<file path="config.mk">
export PLATFORM = sky130hd
export DESIGN_NAME = prio_burst_arbiter
export DESIGN_NICKNAME = d
export VERILOG_FILES = /design/src/rtl/prio_burst_arbiter.sv
export SDC_FILE = /design/constraint.sdc
export NUM_CORES = 1
export LEC_CHECK = 0
export CORE_MARGIN = 2
export CORE_UTILIZATION = 47
export CTS_CLUSTER_DIAMETER = 60
export DETAILED_ROUTE_END_ITERATION = 12
export PLACE_DENSITY = 0.83
export SLEW_MARGIN = 10
export SYNTH_ARGS = -nofsm -noshare
export SYNTH_HDL_FRONTEND = slang
export SYNTH_SLANG_ARGS = --single-unit
export TNS_END_PERCENT = 10
</file>
<file path="constraint.sdc">
create_clock -name Clk -period 4.6 [get_ports Clk]
set_input_delay 0.92 -clock Clk [delete_from_list [all_inputs] [get_ports Clk]]
set_output_delay 0.92 -clock Clk [all_outputs]
set_load 0.02 [all_outputs]
</file>
<file path="src/rtl/prio_burst_arbiter.sv">
// N-channel valid/ready arbiter with fixed-priority or round-robin selection,
// burst locking and a single registered output stage. The arbitration stage
// (p0) is purely combinational; the output register (p1) holds one beat.
module prio_burst_arbiter #(
    parameter int                N_CH     = 8,
    parameter int                DATA_W   = 1,
    parameter logic [DATA_W-1:0] IDLE_VAL = {DATA_W{1'b1}},
    parameter int                CH_W     = $clog2(N_CH)
) (
    input  logic                     Clk,
    input  logic                     Reset_n,
    input  logic [N_CH-1:0]          in_valid,
    input  logic [N_CH*DATA_W-1:0]   in_data,
    input  logic [N_CH-1:0]          in_last,
    output logic [N_CH-1:0]          in_ready,
    input  logic                     mode,
    input  logic                     inactive,
    output logic                     out_valid,
    output logic [DATA_W-1:0]        out_data,
    output logic                     out_last,
    output logic [CH_W-1:0]          out_ch,
    input  logic                     out_ready
);

    localparam logic [0:0] ST_IDLE  = 1'b0;
    localparam logic [0:0] ST_BURST = 1'b1;

    logic [0:0]        state;
    logic [CH_W-1:0]   rr_ptr;
    logic [CH_W-1:0]   lock_ch;

    logic [N_CH-1:0]   low_mask_p0;
    logic [N_CH-1:0]   hi_vld_p0;
    logic [CH_W-1:0]   fp_idx_p0;
    logic [CH_W-1:0]   hi_idx_p0;
    logic [CH_W-1:0]   rr_idx_p0;
    logic [CH_W-1:0]   grant_p0;
    logic              grant_ok_p0;
    logic              space_p0;
    logic              accept_p0;
    logic [N_CH-1:0]   ready_p0;
    logic [DATA_W-1:0] sel_data_p0;
    logic              sel_last_p0;
    logic [CH_W-1:0]   next_ptr_p0;

    logic              vld_p1;
    logic [DATA_W-1:0] data_p1;
    logic              last_p1;
    logic [CH_W-1:0]   ch_p1;

    // ---- stage p0: arbitration ----
    // Channels below rr_ptr are masked off for the round-robin "at or after"
    // search; if none remain, the wrap-around winner is simply the lowest valid.
    assign low_mask_p0 = (N_CH'(1) << rr_ptr) - N_CH'(1);
    assign hi_vld_p0   = in_valid & ~low_mask_p0;

    // Lowest-index candidates for fixed priority and for the upper RR window
    always_comb begin
        fp_idx_p0 = '0;
        hi_idx_p0 = '0;
        for (int k = N_CH - 1; k >= 0; k--) begin
            if (in_valid[k])  fp_idx_p0 = CH_W'(k);
            if (hi_vld_p0[k]) hi_idx_p0 = CH_W'(k);
        end
        rr_idx_p0 = (|hi_vld_p0) ? hi_idx_p0 : fp_idx_p0;
    end

    // Grant source: the locked channel during a burst, otherwise the arbiter
    always_comb begin
        if (state == ST_BURST) begin
            grant_p0    = lock_ch;
            grant_ok_p0 = in_valid[lock_ch];
        end else begin
            grant_p0    = mode ? rr_idx_p0 : fp_idx_p0;
            grant_ok_p0 = |in_valid;
        end
    end

    assign space_p0    = ~vld_p1 | out_ready;
    assign accept_p0   = space_p0 & ~inactive & grant_ok_p0;
    assign next_ptr_p0 = (grant_p0 == CH_W'(N_CH - 1)) ? '0 : grant_p0 + 1'b1;

    // One-hot accept strobe plus the granted channel's data and last flag
    always_comb begin
        ready_p0    = '0;
        sel_data_p0 = '0;
        sel_last_p0 = 1'b0;
        for (int k = 0; k < N_CH; k++) begin
            if (grant_p0 == CH_W'(k)) begin
                ready_p0[k] = accept_p0;
                sel_data_p0 = in_data[k*DATA_W +: DATA_W];
                sel_last_p0 = in_last[k];
            end
        end
    end

    // Reset also forces the strobe low while the flops are held cleared
    assign in_ready = ready_p0 & {N_CH{Reset_n}};

    // Burst FSM: lock on a non-last first beat, advance rr_ptr at burst end
    always_ff @(posedge Clk or negedge Reset_n) begin
        if (!Reset_n) begin
            state   <= ST_IDLE;
            rr_ptr  <= '0;
            lock_ch <= '0;
        end else if (accept_p0) begin
            if (state == ST_IDLE) begin
                if (sel_last_p0) begin
                    rr_ptr <= next_ptr_p0;
                end else begin
                    state   <= ST_BURST;
                    lock_ch <= grant_p0;
                end
            end else if (sel_last_p0) begin
                state  <= ST_IDLE;
                rr_ptr <= next_ptr_p0;
            end
        end
    end

    // ---- stage p1: output register ----
    // Load on accept, otherwise fall back to the idle value once drained
    always_ff @(posedge Clk or negedge Reset_n) begin
        if (!Reset_n) begin
            vld_p1  <= 1'b0;
            data_p1 <= IDLE_VAL;
            last_p1 <= 1'b0;
            ch_p1   <= '0;
        end else if (accept_p0) begin
            vld_p1  <= 1'b1;
            data_p1 <= sel_data_p0;
            last_p1 <= sel_last_p0;
            ch_p1   <= grant_p0;
        end else if (vld_p1 && out_ready) begin
            vld_p1  <= 1'b0;
            data_p1 <= IDLE_VAL;
            last_p1 <= 1'b0;
        end
    end

    assign out_valid = vld_p1;
    assign out_data  = data_p1;
    assign out_last  = last_p1;
    assign out_ch    = ch_p1;

endmodule

</file>
---- After elaboration in Yosys (flattened, before gate mapping) ----
Index checks and enable logic that the tools add are counted.
storage, ports and cells
  bits in registers ....................... 13
  output and inout port bits .............. 14
cells by class
  add/sub/neg operators ................... 2
  order comparisons ....................... 1
  equality and inequality tests ........... 7
  shift-type cells ........................ 1
  mux-type cells .......................... 53
  bitwise gates (word level) .............. 10
  reduce and logical (&&, ||, !) cells .... 7
operator list
  kind                                                                  count
  3-bit two-way mux                                                     20
  1-bit two-way mux                                                     32
  8-bit bitwise AND                                                     2
  8-bit OR reduction                                                    2
  3-bit == test, second input constant                                  4
  8-bit inverter                                                        1
  1-bit by 3-bit left shift with 8-bit output, first input constant     1
  8-bit by 2-bit subtractor with 8-bit output, second input constant    1
  3-bit by 2-bit == test with 1-bit output, second input constant       2
  3-bit by 4-bit < comparator with 1-bit output, second input constant  1
  1-bit inverter                                                        4
  3-bit by 1-bit adder with 3-bit output, second input constant         1
  1-bit binary-select mux with 3-bit select                             1
  3-bit by 1-bit == test with 1-bit output, second input constant       1
  3-bit zero test                                                       1
  3-bit AND reduction                                                   1
  1-bit bitwise AND                                                     2
  2-bit AND reduction                                                   1
  2-bit nonzero test                                                    1
  1-bit logical AND                                                     1
  1-bit bitwise OR                                                      1

---- Depth between registers and ports, before layout ----
  word-level depth ........................ 26
  depth in mapped cells ................... 15

---- Least setup slack after synthesis ----
No wires, ideal clock.
  path type ............................... input to output
  start point ............................. in in_valid[7]
  end point ............................... out in_ready[7]
  arrival time ............................ 2.790 ns
  setup slack ............................. 0.890 ns
  stages on the path ...................... 9
  path buffers ............................ 1
  cell sequence ........................... and4b_1 o22ai_2 o31ai_1 a221o_1 and2_1 ha_1 ha_1 clkbuf_1 and3_1
between the ends
  longest elaborated chain between the ends .. 15
ends and longest elaborated chain
  what                             RTL line  source
  start: declaration               12        input logic [N_CH-1:0] in_valid,
  8-bit bitwise AND                55        assign hi_vld_p0 = in_valid & ~low_mask_p0;
  3-bit two-way mux (8 in series)  63        if (hi_vld_p0[k]) hi_idx_p0 = CH_W'(k);
  3-bit two-way mux                65        rr_idx_p0 = (|hi_vld_p0) ? hi_idx_p0 : fp_idx_p0;
  3-bit two-way mux *              74        grant_p0 = mode ? rr_idx_p0 : fp_idx_p0;
  3-bit two-way mux *              70        if (state == ST_BURST) begin
  named net grant_p0[1]            37        logic [CH_W-1:0] grant_p0;
  3-bit == test *                  89        if (grant_p0 == CH_W'(k)) begin
  1-bit two-way mux *              89
  8-bit bitwise AND *              98        assign in_ready = ready_p0 & {N_CH{Reset_n}};
  end: declaration                 15        output logic [N_CH-1:0] in_ready,
Mark *: on every way through the listed nets, which the timed path passes. The rest lies on a longest branch. The select of a mux whose other input is x is not followed.

---- Worst setup path in the final report ----
Same ends and word-level chain as after synthesis.

==> results.md <==
* Status: finished with violations
* Failing checks: setup timing
* Layout overhead on the synthesized area at 40.8%
* Die Y at ~59 um
* Setup crit end: in_ready[7]
* Buffers on Ports at 42
* Sw power at 0.535 mW
* Clock skew at 0.00971 ns
* Most frequent cells in the layout: clkdlybuf4s50_1 (35), nand2_1 (21), nor2_1 (18), buf_4 (17), dfrtp_1 (12)
* Cells after synthesis at approximately 180
* Relative slew margins at 0.599
* Main combinational cell family by area after synthesis: compound AO/OA/AOI/OAI gates
* Mux cell area share after synthesis at 0.0701
* Number of fill cells at approximately 220
* Largest net degree at the start of global routing at 19
* GP Congestion at about 0.86
* Post-layout min period at ~4.6 ns
* Synth Area in XOR/XNOR at 0
* Post-synth top area cell: dfrtp_1
* Grt total ovfl at 0
* Post-route ant nets at 0
* Syn nets at roughly 210
* Layout cells sized above 1 at 0.173
* Hold Startpoint: out_ch[2]
* Starting DRC count in detailed routing at 91
* Worst-margin pin slew at approximately 0.6 ns
* Critical Path AT at ~3.7 ns
* Pint at about 0.57 mW
* Final Hold Viols at 0
* Root Driver: clkbuf_4
* Crit-path max FO at 7
* FF-to-FF End: lock_ch[0]
* Residual DRC count at 0
* Post-Syn Area at approximately 1400 um2
* Async set-reset flop share out of synthesis at 1.00
* Crit path kind: in -> out
* R2R Path Start: rr_ptr[2]
* Initial antenna violation count at 0
* CTS Buffer Depth at 2
* Fin nets at approximately 270
* Switching Fraction at 0.486
* Total die area at roughly 3500 um2
* CP startpoint: in_valid[7]
* Worst reg2reg path depth at 14
* Clock latency at the later pin of the worst-skew pair at between 0.2 and 0.3 ns
* Via count at about 1600
* Clock power frac at 0.065
* Clock tree sinks at 13
* H-tree depth at 1
* Top area cells in the synthesized netlist: dfrtp_1 (21%), nand2_1 (5.5%), ha_1 (5.3%), nor2_1 (4.7%), a21oi_1 (3.5%)
* Fmax achieved at 0.216 GHz
* Clk slew on worst S/H paths at about 0.08 ns
* Worst VDD drop at 0.359 mV
* Synth Area in Compound Gates at 0.304
* Gate power share at 0.711
* N_diodes at 0
* Hold-fix buffers, CTS at 0
* Die width at 59.1 um
* Register area share after synthesis at 0.229
* Fin crit share at 1.01
* Pwr per Cell Area at between 500 and 600 nW/um2
* # rows at 19
* RSZ-0062 raised after global routing: true
* Crit path capture type: output port
* Critical path startpoint category: primary input
* Post-DP HPWL at ~3500 um
* Hold Path Class: reg -> reg
* Leakage power at around 1.0 nW
* Ys Warns at 0
* Max capacitance violation total at 0
* Gr usage total at 0.262
* Reg power frac at 0.224
* DR pass1 iterations at 4
* Simple-gate portion of the synthesized area at 0.273
* Synth cell types at 58
* Post-Route WL at ~4200 um
* First-pass GRT wire length at roughly 7000 um
* PnR worst setup slack at -0.0402 ns
* Yosys top cell area share at 0.210
* Worst EP required at 3.68 ns
* Core Footprint at between 2000 and 3000 um2
* Initial core utilization at 0.505
* Commonest non-fill, non-tap cell in the layout: clkdlybuf4s50_1
* EDFF count, synth at 0
* Syn Area/Cell at between 8 and 9 um2
* Vias in the first global route at between 1000 and 1500
* Top FF cell, synth: dfrtp_1
* Synth Area in Adders at 0.0526
* Final Slew Violations at 0
* Final setup viols at 1
* Io pins at 43
* Post-DP Area at ~2000 um2
* Fin area at 2010 um2
* Routed wire per std cell at around 16 um
* Cts bufs inserted at 3
* Overall power at about 1.1 mW
* R2r setup slk at 0.98 ns
* Synth Register Bits at 13
* Drt via density at 5.95
* CTS tree: built
==> metal layers <==
metal | GRT usage | wire, um | vias to the layer above
li1 | - | - | 760
met5 | 0 | 0 | -
met2 | 0.432 | 2080 | 60
met3 | 0.0415 | 250 | 2
met1 | 0.367 | 1910 | 738
met4 | 0.0455 | 7 | 0
==> registers in the layout, indices dropped and copies added, names as in the netlist <==
name	flops
state	1
out_valid	1
out_data	1
out_ch	3
out_last	1
lock_ch	3
rr_ptr	3
==> critical path: stages <==
cell and delay (ns):
clkdlybuf4s50_1 0.49, and4b_1 0.33, o22ai_2 0.10, o31ai_2 0.32, a221o_1 0.21, and2_1 0.20, ha_1 0.21, ha_1 0.17
and3_1 0.15, clkdlybuf4s50_1 0.60
==> worst min path at each step <==
stage | slack (ns) | cells past startpoint | to
2_1_floorplan | 0.47 | 1 | lock_ch[1]
3_3_place_gp | 0.47 | 2 | out_ch[2]
3_5_place_dp | 0.49 | 1 | out_ch[0]
4_1_cts | 0.51 | 1 | out_ch[0]
5_1_grt | 0.54 | 1 | out_ch[0]
6_report | 0.50 | 2 | out_ch[2]
==> cell type report <==
type	instances	area [um2]	share of cell area
clock buffer	4	26.3	0.0131
inverter	13	48.8	0.0243
multi-input combinational	142	1010	0.501
sequential	13	327	0.163
tap	31	38.8	0.0193
timing repair buffer	59	562	0.280
==> timing repair <==
action / CTS / global route
endpoints found under the setup margin: 2 / 7
gates resized for setup: 2 / 8
gates cloned: 0 / 0
setup buffers: 0 / 0
==> stage by stage <==
step	instances	setup WS, ns	utilization	TNS (ns)	hold WS (ns)
CTS	262	0.00332	0.704	0	0.514
global route	262	-0.145	0.710	-0.145	0.535
finish	262	-0.0402	0.710	-0.0402	0.505
detailed placement	258	-0.0769	0.693	-0.137	0.492
global placement	258	0.0652	0.693	0	0.465
floorplan	176	0.890	-	0	0.472
==> kinds of logic after synthesis <==
group	count (synthesis)
AOI/OAI and AO/OA	55
adders and majority gates	6
buffers and inverters	21
DFF	13
muxes	7
and+or+nand+nor	74
==> cell usage after synthesis (all sizes together), types with 2 or more instances <==
cell and count:
a211o 4, a211oi 3, a21oi 12, a31oi 3
and2 3, and2b 2, and3 2, and3b 2
buf 5, clkbuf 3, dfrtp 12, ha 6
inv 13, mux2 4, mux4 2, nand2 21
nand2b 4, nand3 7, nor2 19, nor2b 6
nor3 2, o211ai 3, o21a 2, o21ai 8
o22ai 2, o311ai 3, o31ai 4, or4 2
==> power groups by stage <==
stage / clock, mW / sequential (mW) / combinational (mW)
2_1_floorplan: 0 / 0.233 / 0.529
3_3_place_gp: 0 / 0.241 / 0.745
3_5_place_dp: 0 / 0.246 / 0.766
4_1_cts: 0.0753 / 0.244 / 0.772
5_1_grt: 0.0814 / 0.254 / 0.853
6_report: 0.0719 / 0.246 / 0.783
Power figures use the tool's default switching activity.
